### src/rtl/div_seq.sv
// div_seq: multi-cycle restoring radix-2 divider and sequencer for DIV/DIVU.
// Produces one quotient bit per cycle and returns {hi = remainder, lo = quotient}.
//
// state | meaning
// ------+---------------------------------------------------------------
// IDLE  | waiting for a divide request; operands latched on acceptance
// RUN   | iterating, one quotient bit per cycle, DW cycles total
// DZERO | divisor was zero; result forced to 0
// FIN   | done pulse; result register valid
module div_seq #(
    parameter int DW = 32
) (
    input  logic            clk,
    input  logic            rst,
    input  logic            start,
    input  logic            signed_div,
    input  logic [DW-1:0]   opa,
    input  logic [DW-1:0]   opb,
    input  logic            annul,
    output logic            stall,
    output logic            done,
    output logic [2*DW-1:0] result
);

    localparam int CW = $clog2(DW);

    typedef enum logic [1:0] {IDLE, RUN, DZERO, FIN} state_t;

    state_t          state, state_nxt;
    logic [CW-1:0]   count;
    logic [DW-1:0]   rem, quo, dvsr;
    logic            neg_q, neg_r;

    logic            accept;
    logic            last;
    logic [DW-1:0]   mag_a, mag_b;
    logic [DW:0]     rem_sh, trial;
    logic [DW-1:0]   rem_step, quo_step;
    logic [DW-1:0]   fix_q, fix_r;

    // Operand magnitudes and one restoring step; the trial subtract is DW+1 bits
    // wide because the shifted partial remainder can exceed DW bits.
    always_comb begin
        accept   = (state == IDLE) && start && !annul;
        last     = (count == CW'(DW - 1));
        mag_a    = (signed_div && opa[DW-1]) ? -opa : opa;
        mag_b    = (signed_div && opb[DW-1]) ? -opb : opb;
        rem_sh   = {rem, quo[DW-1]};
        trial    = rem_sh - {1'b0, dvsr};
        rem_step = trial[DW] ? rem_sh[DW-1:0] : trial[DW-1:0];
        quo_step = {quo[DW-2:0], ~trial[DW]};
        fix_q    = neg_q ? -quo_step : quo_step;
        fix_r    = neg_r ? -rem_step : rem_step;
    end

    // State register.
    always_ff @(posedge clk) begin
        if (rst) state <= IDLE;
        else     state <= state_nxt;
    end

    // Next-state decode and pipeline handshake outputs; annul drops stall at once.
    always_comb begin
        state_nxt = state;
        stall     = 1'b0;
        done      = 1'b0;
        case (state)
            IDLE: begin
                stall = accept;
                if (accept) state_nxt = (opb == '0) ? DZERO : RUN;
            end
            RUN: begin
                stall = !annul;
                if (annul)     state_nxt = IDLE;
                else if (last) state_nxt = FIN;
            end
            DZERO: begin
                stall     = !annul;
                state_nxt = annul ? IDLE : FIN;
            end
            FIN: begin
                done      = 1'b1;
                state_nxt = IDLE;
            end
            default: state_nxt = IDLE;
        endcase
    end

    // Datapath: operand latch, iteration, and result capture on the way into FIN.
    always_ff @(posedge clk) begin
        if (rst) begin
            count  <= '0;
            rem    <= '0;
            quo    <= '0;
            dvsr   <= '0;
            neg_q  <= 1'b0;
            neg_r  <= 1'b0;
            result <= '0;
        end else begin
            case (state)
                IDLE: begin
                    if (accept && opb != '0) begin
                        rem   <= '0;
                        quo   <= mag_a;
                        dvsr  <= mag_b;
                        neg_q <= signed_div & (opa[DW-1] ^ opb[DW-1]);
                        neg_r <= signed_div & opa[DW-1];
                        count <= '0;
                    end
                end
                RUN: begin
                    if (!annul) begin
                        rem   <= rem_step;
                        quo   <= quo_step;
                        count <= count + 1'b1;
                        if (last) result <= {fix_r, fix_q};
                    end
                end
                DZERO: begin
                    if (!annul) result <= '0;
                end
                default: ;
            endcase
        end
    end

endmodule

### config.mk
export PLATFORM = sky130hd
export DESIGN_NAME = div_seq
export DESIGN_NICKNAME = d
export VERILOG_FILES = /design/src/rtl/div_seq.sv
export SDC_FILE = /design/constraint.sdc
export NUM_CORES = 1
export LEC_CHECK = 0
export CAP_MARGIN = 20
export CORE_MARGIN = 1.5
export CORE_UTILIZATION = 28
export CTS_CLUSTER_DIAMETER = 150
export DETAILED_ROUTE_END_ITERATION = 10
export MAX_ROUTING_LAYER = met4
export PLACE_DENSITY = 0.43
export SETUP_SLACK_MARGIN = 0.02
export SLEW_MARGIN = 10
export SYNTH_ARGS = -nofsm -noshare
export SYNTH_HDL_FRONTEND = slang
export SYNTH_SLANG_ARGS = --single-unit
### constraint.sdc
create_clock -name clk -period 12.63 [get_ports clk]
set_input_delay 1.8945 -clock clk [delete_from_list [all_inputs] [get_ports clk]]
set_output_delay 1.8945 -clock clk [all_outputs]
set_load 0.02 [all_outputs]
==> report_table.html <==
<table>
<tr><th>Metric</th><th>Value</th></tr>
<tr><th colspan="2">Status</th></tr>
<tr><td>Result of the run</td><td>completed</td></tr>
<tr><th colspan="2">STA</th></tr>
<tr><td>Final setup viols</td><td>0</td></tr>
<tr><td>Final Slew Violations</td><td>0</td></tr>
<tr><td>Setup ws final</td><td>6.398 ns</td></tr>
<tr><td>Relative max-transition margin</td><td>31.43%</td></tr>
<tr><td>Unrepaired setup endpoints after global routing</td><td>no</td></tr>
<tr><td>Final period util</td><td>49.34%</td></tr>
<tr><td>Final hold violation count</td><td>0</td></tr>
<tr><td>Worst Clk Skew</td><td>0.01292 ns</td></tr>
<tr><td>Shortest period the worst path allows</td><td>6.232 ns</td></tr>
<tr><td>Max Clk Rate</td><td>0.1605 GHz</td></tr>
<tr><td>Measured slew at the worst slew-check pin</td><td>1.027 ns</td></tr>
<tr><td>Aggregate negative setup slack</td><td>0 ns</td></tr>
<tr><th colspan="2">Routing</th></tr>
<tr><td>Routed vias/inst</td><td>5.091</td></tr>
<tr><td>Final routed wirelength across all metal layers</td><td>38570 um</td></tr>
<tr><td>Number of design rule violations left after detail routing</td><td>0</td></tr>
<tr><td>Wire length per cell after detailed routing</td><td>17.91 um</td></tr>
<tr><td>Starting DRT DRC Count</td><td>605</td></tr>
<tr><td>Drt pass-1 iters</td><td>5</td></tr>
<tr><td>Antenna violation net count after detailed routing</td><td>0</td></tr>
<tr><td>Total number of vias</td><td>10966</td></tr>
<tr><th colspan="2">Floorplanning</th></tr>
<tr><td>IO Pins</td><td>135</td></tr>
<tr><td>Width of the die</td><td>205.7 um</td></tr>
<tr><td>Die area</td><td>42310 sq um</td></tr>
<tr><td>Die Height</td><td>205.7 um</td></tr>
<tr><td>Initial Utilization</td><td>28.30%</td></tr>
<tr><td>Std cell rows</td><td>74</td></tr>
<tr><td>Core Region</td><td>40650 sq um</td></tr>
<tr><th colspan="2">Synth</th></tr>
<tr><td>Share of synthesized cell area in and, or, nand and nor gates</td><td>22.19%</td></tr>
<tr><td>Xor-xnor portion of the synthesized cell area</td><td>10.81%</td></tr>
<tr><td>Post-synthesis mux area share</td><td>2.676%</td></tr>
<tr><td>Adder-cell share of the synthesized area</td><td>4.742%</td></tr>
<tr><td>Post-synthesis average cell area</td><td>7.494 sq um</td></tr>
<tr><td>Post-synthesis cell count</td><td>1535</td></tr>
<tr><td>Number of storage elements in the synthesis netlist</td><td>169</td></tr>
<tr><td>Total standard cell area after synthesis</td><td>11500 sq um</td></tr>
<tr><td>Synth Flop Type</td><td>sky130_fd_sc_hd__dfxtp_1</td></tr>
<tr><td>Syn Nets</td><td>1647</td></tr>
<tr><td>Number of warning messages in the yosys log</td><td>0</td></tr>
<tr><td>Async set-or-reset flop fraction in the synthesized netlist</td><td>0%</td></tr>
<tr><td>Count of distinct cell types in the synthesized netlist</td><td>79</td></tr>
<tr><td>EDFF count, synth</td><td>0</td></tr>
<tr><td>Area fraction in compound gates after synthesis</td><td>25.16%</td></tr>
<tr><td>Seq/Total Area, Yosys</td><td>29.41%</td></tr>
<tr><td>Largest family of logic cells by synthesized area</td><td>compound AO/OA/AOI/OAI gates</td></tr>
<tr><th colspan="2">Power and ir drop</th></tr>
<tr><td>Switching portion of total power</td><td>42.10%</td></tr>
<tr><td>Combinational Power Share</td><td>44.6%</td></tr>
<tr><td>Sequential cell fraction of total power</td><td>28.0%</td></tr>
<tr><td>Int Pwr</td><td>1281 uW</td></tr>
<tr><td>Power Dens Cells</td><td>159.1 nW/um^2</td></tr>
<tr><td>Clock network fraction of total power</td><td>27.4%</td></tr>
<tr><td>Highest ir drop seen on vdd</td><td>0.1053 mV</td></tr>
<tr><td>Cell leakage power</td><td>0.004993 uW</td></tr>
<tr><td>Psw</td><td>931.8 uW</td></tr>
<tr><th colspan="2">Setup path</th></tr>
<tr><td>Category of the most critical setup path</td><td>input pin to flip-flop</td></tr>
<tr><td>Startpoint of the lowest-slack register-to-register path</td><td>dvsr[19]</td></tr>
<tr><td>Arrival time at the worst endpoint</td><td>6.54 ns</td></tr>
<tr><td>Worst setup EP type</td><td>flip-flop</td></tr>
<tr><td>Slack of the worst reg-to-reg path</td><td>6.49 ns</td></tr>
<tr><td>Crit start category</td><td>input pin</td></tr>
<tr><td>Required time of the worst setup path</td><td>12.94 ns</td></tr>
<tr><td>Critical Path Fanout Max</td><td>53</td></tr>
<tr><td>Setup crit start</td><td>opb[19]</td></tr>
<tr><th colspan="2">Global route</th></tr>
<tr><td>Total global-route track usage</td><td>19.04%</td></tr>
<tr><td>Initial antenna violation count</td><td>0</td></tr>
<tr><td>Maximum number of pins on one net before global-route repair</td><td>88</td></tr>
<tr><td>Global-route wire length before repair</td><td>60820 um</td></tr>
<tr><td>Final global-route overflow total</td><td>0</td></tr>
<tr><td>Number of global-route vias before repair</td><td>10646</td></tr>
<tr><th colspan="2">Clocking</th></tr>
<tr><td>TritonCTS clock tree</td><td>built</td></tr>
<tr><td>Clock slew at the register clock pins of the worst setup and hold paths</td><td>0.07 ns</td></tr>
<tr><td>Clock buffers created by TritonCTS</td><td>17</td></tr>
<tr><td>Setup Fix Bufs, Post-CTS</td><td>0</td></tr>
<tr><td>Clock net sink count</td><td>169</td></tr>
<tr><td>Post-cts hold buffer count</td><td>0</td></tr>
<tr><td>Bufs on Longest Clock Path</td><td>2</td></tr>
<tr><td>Total of cells resized after clock tree synthesis</td><td>0</td></tr>
<tr><td>Worst-skew pair later-pin latency</td><td>0.46 ns</td></tr>
<tr><td>H-tree Lvls</td><td>4</td></tr>
<tr><td>Buffer cell driving the clock tree root</td><td>sky130_fd_sc_hd__clkbuf_16</td></tr>
<tr><th colspan="2">Final layout</th></tr>
<tr><td>Fraction of final layout cells sized beyond drive strength 1</td><td>5.425%</td></tr>
<tr><td>Count of inserted antenna diode cells</td><td>0</td></tr>
<tr><td>Area added between synthesis and finish</td><td>20.93%</td></tr>
<tr><td>Number of nets in the finished design</td><td>1721</td></tr>
<tr><th colspan="2">Placement</th></tr>
<tr><td>Number of port buffers</td><td>134</td></tr>
<tr><td>Routability-driven placement congestion ratio</td><td>0.8486</td></tr>
<tr><td>Total half-perimeter wirelength after legalization and detailed placement</td><td>28330 um</td></tr>
<tr><td>Post-place setup slack</td><td>5.489 ns</td></tr>
<tr><th colspan="2">Worst hold path</th></tr>
<tr><td>Startpoint of the worst hold path</td><td>result[59]</td></tr>
<tr><td>Type of the tightest min-delay check</td><td>flip-flop to flip-flop</td></tr>
<tr><th colspan="2">Flow run</th></tr>
<tr><td>Max-Cap Viols</td><td>0</td></tr>
</table>
through the flow:
| stage | hold WS (ns) | util, % | total power, uW | cell area (sq um) | std cells |
|---|---|---|---|---|---|
| after floorplan | 0.4319 | - | 1330 | 11500 | 1535 |
| after global placement | 0.4410 | 32.59 | 1618 | 13250 | 2122 |
| after detailed placement | 0.4440 | 32.59 | 1622 | 13250 | 2122 |
| after CTS | 0.4543 | 34.21 | 2237 | 13910 | 2154 |
| after global routing | 0.4827 | 34.22 | 2366 | 13910 | 2154 |
| final | 0.4472 | 34.22 | 2213 | 13910 | 2154 |
power groups by stage:
stage	logic (uW)	registers [uW]	clock network, uW
after CTS	994	621	622
final	987	621	606
after floorplan	705	624	0
after global placement	986	632	0
after detailed placement	989	633	0
after global routing	1090	627	644
flip-flops by register name, summed over array words and instances, names as in the netlist:
name,count
count,5
dvsr,32
neg_q,1
neg_r,1
quo,32
rem,32
result,64
state,2
worst paths after layout:
kind	end	depth (start not counted)
setup / recovery	rem[25]	12
hold / removal	result[59]	2
setup reg to reg	result[62]	16
hold reg to reg	result[59]	2
cell type report:
class                           instances  area [sq um]
Sequential cell                       169          3383
Multi-Input combinational cell       1221          7581
Clock inverter                         14         219.0
Timing Repair Buffer                  143          1406
Inverter                               57         216.5
Clock buffer                           18         439.2
Tap cell                              532         665.6
Fill cell                            4325         26740
kinds of logic (layout without fill, tap and decap cells):
logic type | Yosys count | in the layout
AOI/OAI and AO/OA | 444 | 444
xor gates and xnor gates | 142 | 142
adders and majority gates | 43 | 43
buffers and inverters | 145 | 232
DFF | 169 | 169
muxes | 29 | 29
and+or+nand+nor | 563 | 563
synthesized netlist by cell type (5+ instances only):
cell type                  count  area share, %
sky130_fd_sc_hd__nand2_1     216            7.0
sky130_fd_sc_hd__a22oi_1      56            3.7
sky130_fd_sc_hd__a211oi_1     41            2.7
sky130_fd_sc_hd__or4_1        15           0.98
sky130_fd_sc_hd__nor3_1       37            1.6
sky130_fd_sc_hd__or3_1        17           0.92
sky130_fd_sc_hd__o31ai_1      31            2.0
sky130_fd_sc_hd__o21a_1        7           0.46
sky130_fd_sc_hd__and3_1       11           0.60
sky130_fd_sc_hd__nor2b_1       8           0.44
sky130_fd_sc_hd__and2_1        6           0.33
sky130_fd_sc_hd__o21ai_0      93            4.0
sky130_fd_sc_hd__nand3b_1      5           0.33
sky130_fd_sc_hd__nand3_1      15           0.65
sky130_fd_sc_hd__nand2b_1     11           0.60
sky130_fd_sc_hd__a21oi_1     118            5.1
sky130_fd_sc_hd__inv_1        56            1.8
sky130_fd_sc_hd__o211ai_1      6           0.39
sky130_fd_sc_hd__xnor2_1      80            6.1
sky130_fd_sc_hd__a21o_1       13           0.85
sky130_fd_sc_hd__clkbuf_1     75            2.4
sky130_fd_sc_hd__nor4_1        7           0.38
sky130_fd_sc_hd__o31a_1        6           0.46
sky130_fd_sc_hd__mux2_2       10           0.98
sky130_fd_sc_hd__mux2i_1      18            1.6
sky130_fd_sc_hd__ha_1         42            4.6
sky130_fd_sc_hd__dfxtp_1     169             29
sky130_fd_sc_hd__nor2_1      182            5.9
sky130_fd_sc_hd__o41ai_1      11           0.84
sky130_fd_sc_hd__xor2_1       62            4.7
sky130_fd_sc_hd__buf_2         9           0.39
sky130_fd_sc_hd__a31oi_1       8           0.44
sky130_fd_sc_hd__o21ai_1      13           0.57
sky130_fd_sc_hd__or2_2         5           0.27
sky130_fd_sc_hd__nand4_1      11           0.60
sky130_fd_sc_hd__o21bai_1      5           0.33
per-layer routing:
layer / vias to the layer above / part of all wire (%) / GRT usage, % / wire length, um
met1: 5159 / 48 / 24.87 / 18540
met3: 38 / 3.1 / 3.041 / 1193
li1: 5588 / - / - / -
met4: 0 / 1.8 / 5.396 / 697
met5: - / 0 / - / 0
met2: 181 / 47 / 30.24 / 18140
critical path: stages:
cell	delay, ns
sky130_fd_sc_hd__clkdlybuf4s50_1	0.48
sky130_fd_sc_hd__or4_1	0.62
sky130_fd_sc_hd__or4_1	0.47
sky130_fd_sc_hd__or3_1	0.38
sky130_fd_sc_hd__nor3_1	0.26
sky130_fd_sc_hd__nand2b_1	0.13
sky130_fd_sc_hd__nor3_2	0.61
sky130_fd_sc_hd__or3_2	0.90
sky130_fd_sc_hd__a21o_1	0.51
sky130_fd_sc_hd__nor2_1	0.10
sky130_fd_sc_hd__a21oi_1	0.13
sky130_fd_sc_hd__nor2_1	0.05
cell usage in the layout, fill, tap and decap left out, types with 8 or more instances in the layout:
cell	instances
sky130_fd_sc_hd__or3_1	16
sky130_fd_sc_hd__mux2i_1	18
sky130_fd_sc_hd__buf_4	10
sky130_fd_sc_hd__mux2_2	10
sky130_fd_sc_hd__a31oi_1	8
sky130_fd_sc_hd__inv_1	56
sky130_fd_sc_hd__dfxtp_1	169
sky130_fd_sc_hd__a22oi_1	56
sky130_fd_sc_hd__xor2_1	62
sky130_fd_sc_hd__nor3_1	35
sky130_fd_sc_hd__a21oi_1	118
sky130_fd_sc_hd__a211oi_1	41
sky130_fd_sc_hd__or4_1	15
sky130_fd_sc_hd__clkbuf_16	17
sky130_fd_sc_hd__o21ai_0	93
sky130_fd_sc_hd__nand3_1	15
sky130_fd_sc_hd__nand4_1	11
sky130_fd_sc_hd__nand2b_1	10
sky130_fd_sc_hd__o41ai_1	11
sky130_fd_sc_hd__nor2_1	181
sky130_fd_sc_hd__a21o_1	13
sky130_fd_sc_hd__clkdlybuf4s50_1	133
sky130_fd_sc_hd__ha_1	41
sky130_fd_sc_hd__nand2_1	216
sky130_fd_sc_hd__o21ai_1	13
sky130_fd_sc_hd__xnor2_1	80
sky130_fd_sc_hd__o31ai_1	31
sky130_fd_sc_hd__and3_1	11
Power figures use the tool's default switching activity.
